### src/rtl/uart_tx_engine.sv
// Bus-attached UART transmitter: register file, TX FIFO and a frame FSM with
// configurable data bits, parity and stop bits, runtime baud divisor and optional CTS gating.
module uart_tx_engine #(
    parameter int unsigned FIFO_DEPTH  = 8,
    parameter logic [15:0] DEFAULT_DIV = 16'd868,
    parameter int unsigned ADDR_WIDTH  = 32,
    parameter int unsigned DATA_WIDTH  = 32
) (
    input  logic                    clk,
    input  logic                    reset,
    input  logic                    wen,
    input  logic                    ren,
    input  logic [ADDR_WIDTH-1:0]   addr,
    input  logic [DATA_WIDTH-1:0]   wdata,
    input  logic [DATA_WIDTH/8-1:0] strobe,
    output logic [DATA_WIDTH-1:0]   rdata,
    output logic                    error,
    output logic                    request_stall,
    input  logic                    cts,
    output logic                    tx
);

    localparam int unsigned PTR_W = $clog2(FIFO_DEPTH);
    localparam int unsigned CNT_W = PTR_W + 1;

    typedef enum logic [2:0] {StIdle, StStart, StData, StParity, StStop} state_e;

    logic [15:0] div_q;
    logic [1:0]  dbits_q;
    logic [1:0]  parity_q;
    logic        stop_q;
    logic        enable_q;
    logic        cts_en_q;

    logic [7:0]       mem_q [FIFO_DEPTH];
    logic [PTR_W-1:0] wr_ptr_q;
    logic [PTR_W-1:0] rd_ptr_q;
    logic [CNT_W-1:0] count_q;

    state_e      state_q;
    logic [7:0]  shift_q;
    logic [15:0] baud_q;
    logic [15:0] reload_q;
    logic [2:0]  bit_idx_q;
    logic [1:0]  sh_dbits_q;
    logic        sh_par_en_q;
    logic        sh_stop_q;
    logic        par_bit_q;
    logic        stop_left_q;
    logic        tx_q;

    logic        upper_zero;
    logic        sel_txdata;
    logic        sel_status;
    logic        sel_config;
    logic        sel_ctrl;
    logic        mapped;
    logic        full;
    logic        empty;
    logic        busy;
    logic        bit_end;
    logic        stop_last;
    logic        start_go;
    logic        pop;
    logic        push;
    logic        flush;
    logic [7:0]  head;
    logic [15:0] div_eff;
    logic [7:0]  data_mask;
    logic        head_parity;
    logic        par_en;
    logic [31:0] rd32;
    logic        unused_bits;

    // Address decode: only the four word offsets with all upper bits clear are mapped.
    assign upper_zero = (addr[ADDR_WIDTH-1:4] == '0);
    assign sel_txdata = upper_zero && (addr[3:0] == 4'h0);
    assign sel_status = upper_zero && (addr[3:0] == 4'h4);
    assign sel_config = upper_zero && (addr[3:0] == 4'h8);
    assign sel_ctrl   = upper_zero && (addr[3:0] == 4'hC);
    assign mapped     = sel_txdata || sel_status || sel_config || sel_ctrl;

    assign full  = (count_q == CNT_W'(FIFO_DEPTH));
    assign empty = (count_q == '0);
    assign busy  = (state_q != StIdle);

    assign bit_end   = (baud_q == '0);
    assign stop_last = (state_q == StStop) && bit_end && !stop_left_q;
    // A frame may begin from idle, or directly at the end of the last stop bit.
    assign start_go  = ((state_q == StIdle) || stop_last) && enable_q && !empty &&
                       (!cts_en_q || !cts);
    assign pop       = start_go;
    // A pop frees a slot at the same edge, so a full FIFO still accepts that push.
    assign push      = wen && sel_txdata && (!full || pop);
    assign flush     = wen && sel_ctrl && strobe[0] && wdata[2];

    assign head        = mem_q[rd_ptr_q];
    assign div_eff     = (div_q == '0) ? 16'd1 : div_q;
    assign data_mask   = 8'hFF >> (2'd3 - dbits_q);
    assign head_parity = (^(head & data_mask)) ^ (parity_q == 2'd2);
    assign par_en      = (parity_q == 2'd1) || (parity_q == 2'd2);

    assign error = ((wen || ren) && !mapped) || (wen && sel_status) ||
                   (ren && sel_txdata) || (wen && sel_txdata && full && !pop);

    always_comb begin
        rd32 = '0;
        if (ren) begin
            if (sel_status) begin
                rd32 = {16'h0, 8'(count_q), 5'h0, busy, empty, full};
            end else if (sel_config) begin
                rd32 = {10'h0, stop_q, parity_q, 1'b0, dbits_q, div_q};
            end else if (sel_ctrl) begin
                rd32 = {30'h0, cts_en_q, enable_q};
            end
        end
        rdata = '0;
        rdata[31:0] = rd32;
    end

    assign request_stall = 1'b0;
    assign tx            = tx_q;
    assign unused_bits   = ^{wdata[DATA_WIDTH-1:22], wdata[18], strobe[DATA_WIDTH/8-1:3]};

    always_ff @(posedge clk or posedge reset) begin
        if (reset) begin
            div_q    <= DEFAULT_DIV;
            dbits_q  <= 2'd3;
            parity_q <= 2'd0;
            stop_q   <= 1'b0;
            enable_q <= 1'b0;
            cts_en_q <= 1'b0;
        end else begin
            if (wen && sel_config) begin
                if (strobe[0]) div_q[7:0]  <= wdata[7:0];
                if (strobe[1]) div_q[15:8] <= wdata[15:8];
                if (strobe[2]) begin
                    dbits_q  <= wdata[17:16];
                    parity_q <= wdata[20:19];
                    stop_q   <= wdata[21];
                end
            end
            if (wen && sel_ctrl && strobe[0]) begin
                enable_q <= wdata[0];
                cts_en_q <= wdata[1];
            end
        end
    end

    always_ff @(posedge clk) begin
        if (push) mem_q[wr_ptr_q] <= wdata[7:0];
    end

    always_ff @(posedge clk or posedge reset) begin
        if (reset) begin
            wr_ptr_q <= '0;
            rd_ptr_q <= '0;
            count_q  <= '0;
        end else if (flush) begin
            wr_ptr_q <= '0;
            rd_ptr_q <= '0;
            count_q  <= '0;
        end else begin
            if (push) wr_ptr_q <= wr_ptr_q + 1'b1;
            if (pop)  rd_ptr_q <= rd_ptr_q + 1'b1;
            count_q <= count_q + CNT_W'(push) - CNT_W'(pop);
        end
    end

    // Frame FSM; divisor and format are captured into shadows at frame start.
    always_ff @(posedge clk or posedge reset) begin
        if (reset) begin
            state_q     <= StIdle;
            tx_q        <= 1'b1;
            shift_q     <= '0;
            baud_q      <= '0;
            reload_q    <= '0;
            bit_idx_q   <= '0;
            sh_dbits_q  <= 2'd3;
            sh_par_en_q <= 1'b0;
            sh_stop_q   <= 1'b0;
            par_bit_q   <= 1'b0;
            stop_left_q <= 1'b0;
        end else if (start_go) begin
            state_q     <= StStart;
            tx_q        <= 1'b0;
            shift_q     <= head;
            baud_q      <= div_eff - 16'd1;
            reload_q    <= div_eff - 16'd1;
            sh_dbits_q  <= dbits_q;
            sh_par_en_q <= par_en;
            sh_stop_q   <= stop_q;
            par_bit_q   <= head_parity;
        end else if (state_q != StIdle) begin
            if (!bit_end) begin
                baud_q <= baud_q - 16'd1;
            end else begin
                baud_q <= reload_q;
                case (state_q)
                    StStart: begin
                        state_q   <= StData;
                        tx_q      <= shift_q[0];
                        bit_idx_q <= '0;
                    end
                    StData: begin
                        if (bit_idx_q == ({1'b0, sh_dbits_q} + 3'd4)) begin
                            if (sh_par_en_q) begin
                                state_q <= StParity;
                                tx_q    <= par_bit_q;
                            end else begin
                                state_q     <= StStop;
                                tx_q        <= 1'b1;
                                stop_left_q <= sh_stop_q;
                            end
                        end else begin
                            bit_idx_q <= bit_idx_q + 3'd1;
                            shift_q   <= shift_q >> 1;
                            tx_q      <= shift_q[1];
                        end
                    end
                    StParity: begin
                        state_q     <= StStop;
                        tx_q        <= 1'b1;
                        stop_left_q <= sh_stop_q;
                    end
                    StStop: begin
                        if (stop_left_q) begin
                            stop_left_q <= 1'b0;
                        end else begin
                            state_q <= StIdle;
                        end
                    end
                    default: state_q <= StIdle;
                endcase
            end
        end
    end

endmodule

### config.mk
export PLATFORM = sky130hd
export DESIGN_NAME = uart_tx_engine
export DESIGN_NICKNAME = d
export VERILOG_FILES = /design/src/rtl/uart_tx_engine.sv
export SDC_FILE = /design/constraint.sdc
export NUM_CORES = 1
export LEC_CHECK = 0
export ABC_AREA = 0
export CORE_MARGIN = 2
export CORE_UTILIZATION = 35
export CTS_CLUSTER_SIZE = 14
export DETAILED_ROUTE_END_ITERATION = 7
export PLACE_DENSITY = 0.6
export SYNTH_ARGS = -nofsm -noshare
export SYNTH_HDL_FRONTEND = slang
export SYNTH_SLANG_ARGS = --single-unit
### constraint.sdc
create_clock -name clk -period 2.9 [get_ports clk]
set_input_delay 0.58 -clock clk [delete_from_list [all_inputs] [get_ports clk]]
set_output_delay 0.58 -clock clk [all_outputs]
set_load 0.02 [all_outputs]
==> summary.txt <==
Status
  – Outcome: finished with violations
  – Violated checks: setup timing

Route
  – Detailed Route WL: about 18000 um
  – Count of vias placed by the detailed router: ~5500
  – Antenna Violating Nets Remaining: 0
  – Detailed Route Iter0 Violations: 399
  – Detailed-router iteration count before antenna repair: 5
  – Detail-routed via count per cell: 4.94
  – DR WL/cell: between 15 and 20 um
  – Total DRC errors in the routed layout: 0

Yosys
  – Cells after Synth: around 660
  – Proportion of synthesized chip area in sequential cells: between 50 and 60%
  – Cells taking the most area after synthesis: sky130_fd_sc_hd__edfxtp_1 25%, sky130_fd_sc_hd__dfrtp_1 25%, sky130_fd_sc_hd__mux4_2 5.3%
  – Yosys top cell area share: 25.4%
  – Flip-flop and latch count after synthesis: 150
  – Mapped Area: 7580 um2
  – Async set or reset register ratio after synthesis: between 50 and 60%
  – Cell accounting for the most synthesized area: sky130_fd_sc_hd__edfxtp_1
  – Distinct cells, synth: 59
  – Top_reg_cell synth: sky130_fd_sc_hd__dfrtp_1
  – EDFF count, synth: 64
  – Synthesis Warnings: 0
  – Post-synthesis area per instance: roughly 12 um2

Timing
  – Minimum setup slack in the final design: -163 ps
  – Final Hold Fails: 0
  – Max Fclk: around 0.33 GHz
  – Finish-stage setup viols: 20
  – Slew Limit Headroom: between 60% and 70%
  – Minimum clock period after layout: ~3100 ps
  – Final Slew Violations: 0
  – Worst Tran Pin Value: about 540 ps
  – Max Clock Skew: between 10 and 15 ps
  – Setup repair after global routing missed its margin: true
  – Tcrit/Tclk final: 106%
  – Post-route setup TNS: -1700 ps

Critical path
  – Worst Path Required: 2320 ps
  – Delay of the slowest cell on the worst path: approximately 410 ps
  – Type of element launching the critical path: flip-flop
  – WS Path Type: reg2out
  – Slowest cell on crit path: sky130_fd_sc_hd__dfrtp_1
  – Cell breakdown of the critical path: nor4_4 > nand4b_4 > o31a_1 > or2_4 > a311oi_2 > o21a_1 > nor2_1 > buf_4
  – Highest net fanout along the worst path: 2
  – Critical Path Sink Type: output port
  – Worst path arrival time: about 2500 ps

Place
  – Total half-perimeter wirelength after legalization and detailed placement: 13600 um
  – Port bufs: 83
  – Final RePlAce weighted congestion: 0.803

Clock network
  – Hold buffer count at cts: 0
  – Clock net sink count: 150
  – CTS H-tree lvls: 4
  – Worst-case clock buffer depth: 2
  – Worst-skew pair later-pin latency: between 400 and 500 ps
  – Clock buffers created by TritonCTS: 17
  – CTS root buffer: sky130_fd_sc_hd__clkbuf_16
  – Clock transition at the registers of the reported paths: around 70 ps
  – TritonCTS clock tree: built

Layout
  – Diodes inserted: 0
  – Area overhead of the layout relative to synthesis: 34.0%
  – Fill cell total of the finished layout: between 1500 and 2000
  – Layout cells sized above 1: between 20% and 30%
  – Utilization of the core after routing: between 40% and 50%
  – Net count, final: roughly 900

Global route
  – Vias in the first global route: around 5500
  – GRT Residual Overflow: 0
  – Wire length of the first global-routing pass: between 20000 and 30000 um
  – Initial antenna violation count: 0
  – Largest net degree at the start of global routing: 54
  – Overall fraction of global-route tracks in use: about 17%

Power and ir drop
  – Cell Pwr Density: 456 nW/um2
  – Standby leakage power: approximately 0.0042 uW
  – Peak supply drop: 0.391 mV

Die
  – Die width: between 150 and 200 um
  – Initial Util: a little over a third
  – # rows: 53
  – Total Die Area: around 23000 um2
  – Die Ht: between 150 and 200 um
  – I/O pins: between 100 and 150
  – Core area: between 20000 and 25000 um2

Flow run
  – Max-cap violations: 0

Worst hold path
  – Worst min-delay path category: in2async
## area by class of cell
type / instances / area [um2] / area share [%]
sequential: 150 / 4090 / 40.2
multi-input combinational: 465 / 3420 / 33.6
timing repair buffer: 185 / 1660 / 16.3
clock buffer: 19 / 443 / 4.36
tap: 275 / 344 / 3.39
clock inverter: 13 / 159 / 1.56
inverter: 14 / 53.8 / 0.530
## cells in the mapped netlist, types with 7 or more instances
cell type	n
sky130_fd_sc_hd__edfxtp_1	64
sky130_fd_sc_hd__nand2_1	62
sky130_fd_sc_hd__inv_1	14
sky130_fd_sc_hd__a21oi_1	25
sky130_fd_sc_hd__dfrtp_1	76
sky130_fd_sc_hd__xor2_1	19
sky130_fd_sc_hd__nor4_1	10
sky130_fd_sc_hd__xnor2_1	21
sky130_fd_sc_hd__buf_2	12
sky130_fd_sc_hd__nand3_1	7
sky130_fd_sc_hd__mux4_2	18
sky130_fd_sc_hd__a21o_1	9
sky130_fd_sc_hd__nor3_1	9
sky130_fd_sc_hd__ha_1	12
sky130_fd_sc_hd__o21ai_0	25
sky130_fd_sc_hd__a31oi_1	7
sky130_fd_sc_hd__nor2_1	84
sky130_fd_sc_hd__buf_4	12
sky130_fd_sc_hd__and2_1	17
sky130_fd_sc_hd__dfstp_2	10
sky130_fd_sc_hd__o211ai_1	7
sky130_fd_sc_hd__a221o_1	7
sky130_fd_sc_hd__mux2i_1	12
sky130_fd_sc_hd__mux2_2	25
sky130_fd_sc_hd__clkbuf_1	12
## critical path: cells and delay by family (launching register included)
family          cells  cell delay (ps)
compound gates      3              700
buf+inv             1              150
flops               1              410
simple gates        4              790
## through the flow
stage / setup WS [ps] / std cells / instance area [um2] / total power, uW / hold WS, ps
3_5_place_dp: -556 / 1085 / 9370 / 2430 / 459
2_1_floorplan: -23.5 / 670 / 7660 / 2320 / 439
6_report: -163 / 1121 / 10200 / 4630 / 436
5_1_grt: -304 / 1121 / 10200 / 4790 / 454
3_3_place_gp: -542 / 1085 / 9370 / 2430 / 457
4_1_cts: -239 / 1118 / 10000 / 4680 / 433
## sequential cells by signal (all words and copies together) (netlist names), 4 cells and up
register and cells:
count_q 4, baud_q 16, reload_q 16, div_q 16, mem_q 64, shift_q 8
## layer usage
metal	vias up	track usage, %	wire (um)
li1	2718	-	-
met3	16	3.37	767
met4	0	5.37	253
met2	130	27.6	8850
met1	2679	23.7	8440
met5	-	0	0
## layout by cell type, fill, tap and decap left out, types with 18 or more instances in the layout
| cell type | synthesis | final |
|---|---|---|
| sky130_fd_sc_hd__buf_4 | 12 | 97 |
| sky130_fd_sc_hd__nor2_1 | 84 | 78 |
| sky130_fd_sc_hd__dfrtp_1 | 76 | 76 |
| sky130_fd_sc_hd__edfxtp_1 | 64 | 64 |
| sky130_fd_sc_hd__nand2_1 | 62 | 61 |
| sky130_fd_sc_hd__clkdlybuf4s50_1 | 0 | 61 |
| sky130_fd_sc_hd__a21oi_1 | 25 | 25 |
| sky130_fd_sc_hd__mux2_2 | 25 | 25 |
| sky130_fd_sc_hd__o21ai_0 | 25 | 24 |
| sky130_fd_sc_hd__xnor2_1 | 21 | 21 |
| sky130_fd_sc_hd__xor2_1 | 19 | 19 |
| sky130_fd_sc_hd__clkdlybuf4s15_2 | 0 | 19 |
| sky130_fd_sc_hd__mux4_2 | 18 | 18 |
## cells by family (layout without fill, tap and decap cells)
family	after synthesis	after routing	synth area share, %
simple gates	229	229	14.5
flops	150	150	53.9
compound gates	116	116	10.1
mux	55	55	10.6
buf+inv	55	231	3.91
xor+xnor	40	40	4.62
fa+ha+maj	13	13	2.24
other cells	1	12	0.0495
## power by group
| group | internal, uW | switching [uW] | total (uW) |
|---|---|---|---|
| registers | 2220 | 0.00000305 | 2220 |
| clock network | 1320 | 926 | 2240 |
| logic | 88.1 | 82.8 | 171 |
| total | 3620 | 1010 | 4630 |
## worst paths after layout
check                              startpoint       endpoint  slack (ps)  cells past startpoint
worst max-delay path               baud_q[13]          error        -160                      8
worst min-delay path                    reset     shift_q[7]         440                      2
worst max register to register     baud_q[13]     count_q[1]         200                     12
worst min register to register  sh_dbits_q[1]  sh_dbits_q[1]         470                      2
max in group asynchronous               reset             tx        1830                      3
min in group clk                sh_dbits_q[1]  sh_dbits_q[1]         470                      2
## timing repair
item                                    in CTS  in global routing
resized for setup                           79                 28
cloned                                       0                  0
pin swaps                                    4                  9
endpoints found under the setup margin      26                 67
buffers inserted                             1                  3
(Power assumes the default switching activity.)
